### config.mk
export PLATFORM = sky130hd
export DESIGN_NAME = fifo_rd_packer
export DESIGN_NICKNAME = d
export VERILOG_FILES = /design/src/rtl/fifo_rd_packer.sv
export SDC_FILE = /design/constraint.sdc
export NUM_CORES = 1
export LEC_CHECK = 0
export CAP_MARGIN = 5
export CORE_MARGIN = 3
export CORE_UTILIZATION = 40
export CTS_CLUSTER_DIAMETER = 50
export DETAILED_ROUTE_END_ITERATION = 8
export PLACE_DENSITY_LB_ADDON = 0.05
export SKIP_CTS_REPAIR_TIMING = 1
export SYNTH_ARGS = -nofsm -noshare
export SYNTH_HDL_FRONTEND = slang
export SYNTH_SLANG_ARGS = --single-unit
### constraint.sdc
create_clock -name rclk -period 2.2 [get_ports rclk]
set_input_delay 0.55 -clock rclk [delete_from_list [all_inputs] [get_ports rclk]]
set_output_delay 0.55 -clock rclk [all_outputs]
set_load 0.005 [all_outputs]
### src/rtl/fifo_rd_packer.sv
// fifo_rd_packer
// Read-side width packer for the dual-clock FIFO. It lives entirely in the
// read clock domain. It pops narrow FIFO words and assembles RATIO of them
// into one wide beat on a valid/ready output stream. A flush request emits
// the partially filled beat, with a lane mask and m_last set.
//
// Ports
//   rclk, rrst_n : read clock; asynchronous active-low reset
//   rdata        : FIFO read data, valid whenever rempty=0
//   rempty       : FIFO empty flag
//   rinc         : FIFO pop (combinational)
//   flush        : single-cycle request to emit the partial beat
//   m_data       : packed beat; lane 0 (bits DSIZE-1:0) holds the oldest word
//   m_keep       : per-lane valid mask
//   m_last       : beat was produced by a flush
//   m_valid      : beat available
//   m_ready      : downstream accepts the beat
//   busy         : partial data, a pending flush, or a held beat exists
//
// Handshake: a beat transfers on any rising edge where m_valid & m_ready.
// While m_valid=1 and m_ready=0, m_data/m_keep/m_last hold steady. A new beat
// may load on the same edge as a transfer, so there is no bubble.
module fifo_rd_packer #(
  parameter int DSIZE = 8,
  parameter int RATIO = 4
) (
  input  logic                   rclk,
  input  logic                   rrst_n,
  input  logic [DSIZE-1:0]       rdata,
  input  logic                   rempty,
  output logic                   rinc,
  input  logic                   flush,
  output logic [RATIO*DSIZE-1:0] m_data,
  output logic [RATIO-1:0]       m_keep,
  output logic                   m_last,
  output logic                   m_valid,
  input  logic                   m_ready,
  output logic                   busy
);

  localparam int CW = $clog2(RATIO);
  localparam int AW = (RATIO-1)*DSIZE;

  // The accumulator holds only RATIO-1 lanes. The completing word goes
  // straight from rdata into the output register.
  logic [AW-1:0]          acc_q, acc_d;
  logic [CW-1:0]          cnt_q, cnt_d;
  logic                   flush_pend_q, flush_pend_d;
  logic [RATIO*DSIZE-1:0] m_data_q, m_data_d;
  logic [RATIO-1:0]       m_keep_q, m_keep_d;
  logic                   m_last_q, m_last_d;
  logic                   m_valid_q, m_valid_d;

  logic out_free;
  logic last_lane;

  assign out_free  = !m_valid_q || m_ready;
  assign last_lane = (cnt_q == CW'(RATIO-1));

  // m_ready only matters when the next pop would complete a beat. Earlier
  // lanes land in the accumulator, which is always free.
  assign rinc = rrst_n && !rempty && !flush_pend_q && (!last_lane || out_free);

  always_comb begin
    acc_d        = acc_q;
    cnt_d        = cnt_q;
    flush_pend_d = flush_pend_q || flush;
    m_data_d     = m_data_q;
    m_keep_d     = m_keep_q;
    m_last_d     = m_last_q;
    m_valid_d    = m_valid_q && !m_ready;

    if (rinc) begin
      if (!last_lane) begin
        for (int i = 0; i < RATIO-1; i++) begin
          if (cnt_q == CW'(i)) acc_d[i*DSIZE +: DSIZE] = rdata;
        end
        cnt_d = cnt_q + CW'(1);
      end else begin
        m_data_d  = {rdata, acc_q};
        m_keep_d  = '1;
        m_last_d  = 1'b0;
        m_valid_d = 1'b1;
        cnt_d     = '0;
        // Clearing here keeps unfilled lanes at zero for a later partial beat.
        acc_d     = '0;
      end
    end else if (flush_pend_q) begin
      // Pops are blocked while a flush is pending, so this branch never
      // competes with a pop. A flush arriving now is absorbed.
      if (cnt_q == '0) begin
        flush_pend_d = 1'b0;
      end else if (out_free) begin
        m_data_d = {{DSIZE{1'b0}}, acc_q};
        for (int i = 0; i < RATIO; i++) begin
          m_keep_d[i] = (i < int'(cnt_q));
        end
        m_last_d     = 1'b1;
        m_valid_d    = 1'b1;
        cnt_d        = '0;
        acc_d        = '0;
        flush_pend_d = 1'b0;
      end
    end
  end

  always_ff @(posedge rclk or negedge rrst_n) begin
    if (!rrst_n) begin
      acc_q        <= '0;
      cnt_q        <= '0;
      flush_pend_q <= 1'b0;
      m_data_q     <= '0;
      m_keep_q     <= '0;
      m_last_q     <= 1'b0;
      m_valid_q    <= 1'b0;
    end else begin
      acc_q        <= acc_d;
      cnt_q        <= cnt_d;
      flush_pend_q <= flush_pend_d;
      m_data_q     <= m_data_d;
      m_keep_q     <= m_keep_d;
      m_last_q     <= m_last_d;
      m_valid_q    <= m_valid_d;
    end
  end

  assign m_data  = m_data_q;
  assign m_keep  = m_keep_q;
  assign m_last  = m_last_q;
  assign m_valid = m_valid_q;
  assign busy    = (cnt_q != '0) || flush_pend_q || m_valid_q;

endmodule
==> impl_metrics.ini, run 1 <==
[outcome]
status = finished, final reports clean

[drt]
drtIter0Drc = 126
firstDrtPassIters = 4
routed_wl_um = 8940
wire_per_inst_um = 17.0
vias = 2910
vias_per_cell = 5.54
antenna_left = 0
drcViolationCount = 0

[cts]
clk_pin_slew_ps = 70
clk-insertion-delay-late_ps = 340
htreeDepth = 3
clock-sinks = 65
cts_tree = built
root_buffer = clkbuf_8
numCtsBuffers = 9
clk_path_buf_depth = 2

[grt]
overflow = 0
grt_usage = 0.189
grt_max_degree = 50
antenna_found_initial = 0
grt_pass1_wl_um = 15000
grt_pass1_vias = 2975

[timing]
skew_ps = 4.39
slew-limit-headroom = 0.668
tns_ps = 0
fin_crit_sh = 0.979
fmax_mhz = 464
drv_slew = 0
hold_violations = 0
worstMarginPinSlew_ps = 499
period_minus_slack_ps = 2150
setup_viol = 0

[yosys]
yosysTopAreaCellShare = 0.462
synth_nets = 382
synth_common_cells = nand2_1, dfrtp_1, o221ai_1
syn_area_mm2 = 0.00352
synth_seq_cells = 65
ys_types = 31
synth_edf_count = 0
yosysWarnings = 0
syn_inst = 365
yosys-top-cells-area = dfrtp_1, nand2_1, o211ai_2
yosysMostFrequentCell = nand2_1
dominantRegCellSynth = dfrtp_1
yosysSeqAreaShare = 0.462
syn_area_per_cell_um2 = 9.65
async_flop_share = 1.00
synth_top_area_cell = dfrtp_1

[final_layout]
antenna-diode-count = 0
fillers = 793
syn2layout_area_growth_pct = 25.0
fin_nets = 432
drive_gt1_frac = 0.176
fin_util = 0.525

[pwr]
power_density_mw_per_mm2 = 1180
peakVddDrop_v = 0.000484
power_leakage_uw = 0.00204

[setup_path]
crit_arrival_ps = 2410
timing.rr.start = cnt_q[1]
required_ps = 2460
timing.rr.end = m_data[16]
worstPathCellList = clkdlybuf4s50_1, or3b_4, buf_4, o22a_4, buf_4, o211ai_2
critPathKind = in -> reg
crit_path_top_delay_cell = clkdlybuf4s50_1
r2r_setup_slack_ps = 170
crit_top_cell = buf_4
worst_setup_path_start_kind = input pin
crit_path_max_incr_delay_ps = 430
reg2reg_depth = 7
crit_fanout = 34
end_kind = flip-flop

[floorplanning]
core_mm2 = 0.00838
fp.dieArea_mm2 = 0.00997
rows = 33
fp.dieW_um = 99.8
dieHeight_um = 99.8
num_io_pins = 53
start_util = 0.420

[run]
cap_violations = 0

[placement]
port_buffers = 52
dp_hpwl_um = 5910
place.gp.congestion = 0.880

[hold_path]
hp-class = in -> async
==> state kept, by name (all words and copies together), names as in the netlist <==
register and count:
cnt_q 2, m_last 1, m_valid 1, acc_q 24, m_keep 4, flush_pend_q 1
m_data 32
==> cell type report <==
cell class	instances	area, um2	area share
Tap cell	105	131	0.0298
Timing Repair Buffer	77	743	0.169
Multi-Input combinational cell	255	1700	0.387
Clock buffer	13	159	0.0361
Inverter	7	26.3	0.00597
Clock inverter	3	15.0	0.00341
Sequential cell	65	1630	0.369
==> worst max-delay path by stage <==
stage	start	to	slack [ps]	depth (start not counted)
detailed placement	rempty	rinc	-380	4
finish	rempty	m_data[7]	50	6
floorplan	cnt_q[0]	m_data[11]	380	7
global placement	rempty	rinc	-340	4
CTS	rempty	rinc	-390	4
global route	rempty	rinc	-2	4
==> metal layers <==
layer | wire (um) | global-route usage | up-vias
li1 | - | - | 1409
met1 | 4190 | 0.245 | 1440
met2 | 4380 | 0.321 | 57
met3 | 314 | 0.0459 | 4
met4 | 52 | 0.0452 | 0
met5 | 0 | 0 | -
==> per-stage QoR <==
| step | hold slack, ps | cell area, um2 | setup WS [ps] | total power (uW) | instances |
|---|---|---|---|---|---|
| floorplan | 254 | 3520 | 379 | 3340 | 365 |
| global placement | 464 | 4200 | -344 | 4250 | 508 |
| detailed placement | 467 | 4200 | -377 | 4300 | 508 |
| CTS | 254 | 4370 | -386 | 5240 | 524 |
| global route | 276 | 4400 | -2.03 | 5590 | 525 |
| finish | 252 | 4400 | 46.5 | 5200 | 525 |
==> logic make-up after synthesis <==
family,synth area share
buffers and inverters,0.0639
DFF,0.462
muxes,0.00604
adders and majority gates,0.0142
and+or+nand+nor,0.182
AOI/OAI and AO/OA,0.272
==> placed cells by master (no fill, tap or decap), types with 11 or more instances in the layout <==
cell,Yosys,routed
a21oi_1,25,25
o211ai_2,24,24
o221ai_1,32,32
nand2b_1,26,26
a21o_1,25,25
clkdlybuf4s50_1,0,50
clkbuf_8,0,11
nand2_1,82,82
dfrtp_1,65,65
buf_4,0,22
==> worst max-delay path: cells and delay by family <==
kind / cells / cell delay [ps]
compound gates: 2 / 530
buf+inv: 3 / 920
simple gates: 1 / 400
==> power breakdown <==
part	leakage, uW	switching (uW)	internal [uW]
registers	0.000863	354	1660
clock network	0.0000932	447	466
logic	0.00109	1070	1210
total	0.00204	1870	3330
Note: power is estimated with default switching activity, not from simulation.
==> inputs of run 2 (changes only) <==
Settings changed: ABC_AREA from default to 1, DONT_BUFFER_PORTS from default to 1.
==> run 2 against run 1 <==
Net effect: first-iteration DRC count shrank 7.1%; sequential power shrank 12%; global-route usage shrank 1.1 points; clock-buffer cell count shrank 2; clock power grew 4.8%; die area shrank 20%; combinational power shrank 64%; cell count shrank 22%; critical endpoint is now rinc.
==> impl_metrics.ini, run 2 <==
[drt]
vias_per_cell = 4.93
firstDrtPassIters = 4
wire_per_inst_um = 15.6
vias = 2008
antenna_left = 0
drcViolationCount = 0
routed_wl_um = 6360
drtIter0Drc = 117

[final_layout]
final_cell_mix = nand2_1, dfrtp_1, nand3_1
syn2layout_area_growth_pct = 10.2
antenna-diode-count = 0
drive_gt1_frac = 0.100
fin_nets = 343
fillers = 662
largest_reg_flops = 32
layout_commonest_cell = nand2_1
fin_cells = 407

[yosys]
yosysTopAreaCellShare = 0.586
synth_edf_count = 0
synth_seq_cells = 65
synth_simple_gate_area_share = 0.323
yosysMostFrequentCell = nand2_1
syn_area_per_cell_um2 = 8.71
synth_top_family_by_area = simple AND/OR/NAND/NOR gates
yosysWarnings = 0
synthMuxAreaShare = 0
synth-xor-area-share = 0
async_flop_share = 1.00
syn_inst = 319
synth_common_cells = nand2_1, dfrtp_1, nand3_1
synth_top_area_cell = dfrtp_1
synth_compound_area_frac = 0.00811
dominantRegCellSynth = dfrtp_1
ys_types = 17
yosysSeqAreaShare = 0.586
syn_area_mm2 = 0.00278
synth-adder-area-share = 0.0180
yosys-top-cells-area = dfrtp_1, nand2_1, nand3_1
synth_nets = 336

[pwr]
power_density_mw_per_mm2 = 1150
power_leakage_uw = 0.00173
peakVddDrop_v = 0.000473

[cts]
clk_pin_slew_ps = 70
clk-insertion-delay-late_ps = 340
cts_tree = built
root_buffer = clkbuf_8
htreeDepth = 3
clk_path_buf_depth = 2
clock-sinks = 65
numCtsBuffers = 9

[setup_path]
crit_path_top_delay_cell = dfrtp_1
worst_path_dominant_cell_family = flip-flops
crit_path_max_incr_delay_ps = 380
path_buf_inv = 1
end_kind = output pin
crit_arrival_ps = 1350
timing.rr.end = acc_q[21]
critPathKind = reg -> out
worstPathCellList = ha_1, nand3_1, nand2_1, clkinv_1
crit_fanout = 5
r2r_setup_slack_ps = 330
timing.rr.start = cnt_q[0]
required_ps = 1650
reg2reg_depth = 7
worst_setup_path_start_kind = flip-flop

[floorplanning]
num_io_pins = 53
start_util = 0.425
fp.dieArea_mm2 = 0.00798
core_mm2 = 0.00653
rows = 29
dieHeight_um = 89.3
fp.dieW_um = 89.3

[placement]
dp.cells = 391
place.gp.congestion = 0.780
port_buffers = 0
dp_hpwl_um = 4240

[hold_path]
hp-class = in -> async

[timing]
period_minus_slack_ps = 1900
tns_ps = 0
fmax_mhz = 526
worstMarginPinSlew_ps = 337
skew_ps = 7.49
rsz0062_at_grt = false
fin_crit_sh = 0.864
slew-limit-headroom = 0.774
drv_slew = 0
setup_viol = 0
hold_violations = 0

[grt]
grt_usage = 0.178
grt_max_degree = 69
grt_pass1_wl_um = 10700
antenna_found_initial = 0
grt_pass1_vias = 2063
overflow = 0

[outcome]
status = finished, final reports clean

[run]
cap_violations = 0
run 2: per-layer routing:
metal / wire, um / global-route usage / part of all wire
met3: 421 / 0.0553 / 0.066
met1: 3040 / 0.246 / 0.48
met2: 2820 / 0.263 / 0.44
met5: 0 / 0 / 0
met4: 72 / 0.0650 / 0.011
run 2: how the worst max path moves through the flow:
stage          slack (ps)   endpoint     start  cells after the start
3_5_place_dp          340  acc_q[21]  cnt_q[0]                      7
3_3_place_gp          380  acc_q[21]  cnt_q[0]                      7
4_1_cts               270       rinc  cnt_q[0]                      4
2_1_floorplan         690       rinc   m_ready                      4
5_1_grt               170  acc_q[13]  cnt_q[0]                      7
6_report              300       rinc  cnt_q[0]                      4
run 2: cells by family after synthesis:
family,after synthesis
AND/OR/NAND/NOR,212
flip-flops,65
buffers and inverters,34
AO/OA/AOI/OAI,4
adder cells (fa/ha/maj),4
run 2: final cells by class:
class | count | area (um2) | share of cell area
Clock buffer | 11 | 131 | 0.0429
Tap cell | 77 | 96.3 | 0.0315
Timing Repair Buffer | 9 | 113 | 0.0368
Inverter | 21 | 78.8 | 0.0257
Sequential cell | 65 | 1630 | 0.531
Multi-Input combinational cell | 220 | 971 | 0.317
Clock inverter | 4 | 45.0 | 0.0147
run 2: report_power, final:
group          internal [uW]  total [uW]  switching (uW)
Sequential              1520        1760             237
Combinational            266         807             541
Clock                    512         957             444
run 2: worst register-to-register path: stages (launching register included):
cell and delay [ps]:
dfrtp_1 400, ha_1 280, inv_1 120, nand3_2 240
buf_4 270, nor2_1 280, nand3_1 140, nand2_1 80
run 2: stage by stage:
| stage | total power [uW] | area [um2] | hold slack, ps | setup WS, ps | utilization |
|---|---|---|---|---|---|
| 6_report | 3520 | 3060 | 79.7 | 299 | 0.469 |
| 4_1_cts | 3550 | 3030 | -114 | 268 | 0.465 |
| 5_1_grt | 3800 | 3060 | 76.5 | 170 | 0.469 |
| 3_5_place_dp | 2580 | 2860 | 257 | 340 | 0.438 |
| 3_3_place_gp | 2570 | 2860 | 256 | 385 | 0.438 |
| 2_1_floorplan | 2370 | 2780 | 254 | 687 | - |
==> inputs of run 3 (changes only) <==
Settings changed: ABC_AREA 1 to default, ABC_CLOCK_PERIOD_IN_PS from default to 2200.
==> run 3 against run 2 <==
Net effect: sequential power grew 19%; largest cell class is now multi-input gates; worst setup slack lost 190 ps; global-route usage grew 1.0 points; critical endpoint unchanged; largest power group unchanged; sequential share of layout area shrank 10 points.
==> impl_metrics.ini, run 3 (same netlist as run 1, synthesis figures left out) <==
[grt]
grt_pass1_wl_um = 14700
grt_usage = 0.188
overflow = 0
antenna_found_initial = 0
grt_pass1_vias = 2679
grt_max_degree = 70

[outcome]
status = finished, final reports clean

[floorplanning]
num_io_pins = 53
fp.dieW_um = 99.8
fp.dieArea_mm2 = 0.00997
start_util = 0.420
dieHeight_um = 99.8
rows = 33
core_mm2 = 0.00838

[setup_path]
worst_path_dominant_cell_family = simple AND/OR/NAND/NOR gates
critPathKind = reg -> out
end_kind = output pin
reg2reg_depth = 5
path_buf_inv = 1
crit_path_max_incr_delay_ps = 420
cp_num_cells = 3
crit_fanout = 18
crit_path_top_delay_cell = or3b_1
crit_arrival_ps = 1540
worst_setup_path_start_kind = flip-flop
worstPathCellList = or3b_1, buf_4, nor2_2
required_ps = 1650

[drt]
drcViolationCount = 0
vias_per_cell = 5.81
wire_per_inst_um = 19.6
routed_wl_um = 9040
vias = 2683
firstDrtPassIters = 4
antenna_left = 0
drtIter0Drc = 116

[timing]
setup_viol = 0
fmax_mhz = 478
timing.hold.ws_ps = 89.1
slew-limit-headroom = 0.665
worst_slack_ps = 107
period_minus_slack_ps = 2090
hold_violations = 0
fin_crit_sh = 0.951
tns_ps = 0
worstMarginPinSlew_ps = 502
rsz0062_at_grt = false
drv_slew = 0
skew_ps = 6.58

[cts]
root_buffer = clkbuf_8
cts_tree = built
clock-sinks = 65
clk-insertion-delay-late_ps = 340
htreeDepth = 3
numCtsBuffers = 9
clk_pin_slew_ps = 70
clk_path_buf_depth = 2

[hold_path]
hp-class = in -> async

[placement]
dp_hpwl_um = 5610
place.gp.congestion = 0.720
port_buffers = 0
detailedPlace.worstSlack_ps = 240

[run]
cap_violations = 0

[final_layout]
drive_gt1_frac = 0.168
largest_reg_flops = 32
final_cell_mix = nand2_1, dfrtp_1, o221ai_1
antenna-diode-count = 0
syn2layout_area_growth_pct = 7.85
fin_nets = 372
layout_commonest_cell = nand2_1

[pwr]
power_density_mw_per_mm2 = 1220
power_leakage_uw = 0.00179
peakVddDrop_v = 0.000509
## run 3: cell types whose count changed in the layout (fill, tap and decap cells not counted), sizes merged, moves of 2 or more
cell / delta
inv: -13
o211ai: +24
nand2b: +26
nand4: +8
clkbuf: +2
a21oi: +25
nand2: -58
nor2: -8
buf: +8
nand3: -51
o221ai: +33
clkinv: -4
a21o: +25
## run 3: final timing paths
kind,startpoint,endpoint,slack (ps)
worst min-delay path,rrst_n,m_data[2],90
worst max register to register,cnt_q[1],m_data[3],290
worst max-delay path,flush_pend_q,rinc,110
worst min register to register,acc_q[11],acc_q[11],500
min in group rclk,flush,flush_pend_q,350
max in group asynchronous,rrst_n,acc_q[18],1830
## run 3: cell type report
class / instances / area [um2]
tap: 105 / 131
sequential: 65 / 1630
timing repair buffer: 17 / 160
multi-input combinational: 255 / 1690
inverter: 7 / 26.3
fill: 812 / 4580
clock buffer: 13 / 169
## run 3: metal layers
metal  up-vias  track usage  routed length, um
met2        60        0.292               4280
li1       1287            -                  -
met3         4       0.0500                393
met1      1332        0.258               4300
met4         0       0.0546                 67
met5         -            0                  0
## run 3: where the power goes
group / internal (uW) / switching, uW / total (uW)
clock network: 484 / 440 / 924
registers: 1660 / 429 / 2090
logic: 706 / 913 / 1620
## run 3: through the flow
step	instances	total power, uW	instance area, um2	utilization
after floorplan	365	3340	3520	-
after global placement	448	3680	3600	0.429
after detailed placement	448	3730	3600	0.429
after CTS	461	4670	3770	0.450
after global routing	462	4990	3800	0.453
final	462	4630	3800	0.453
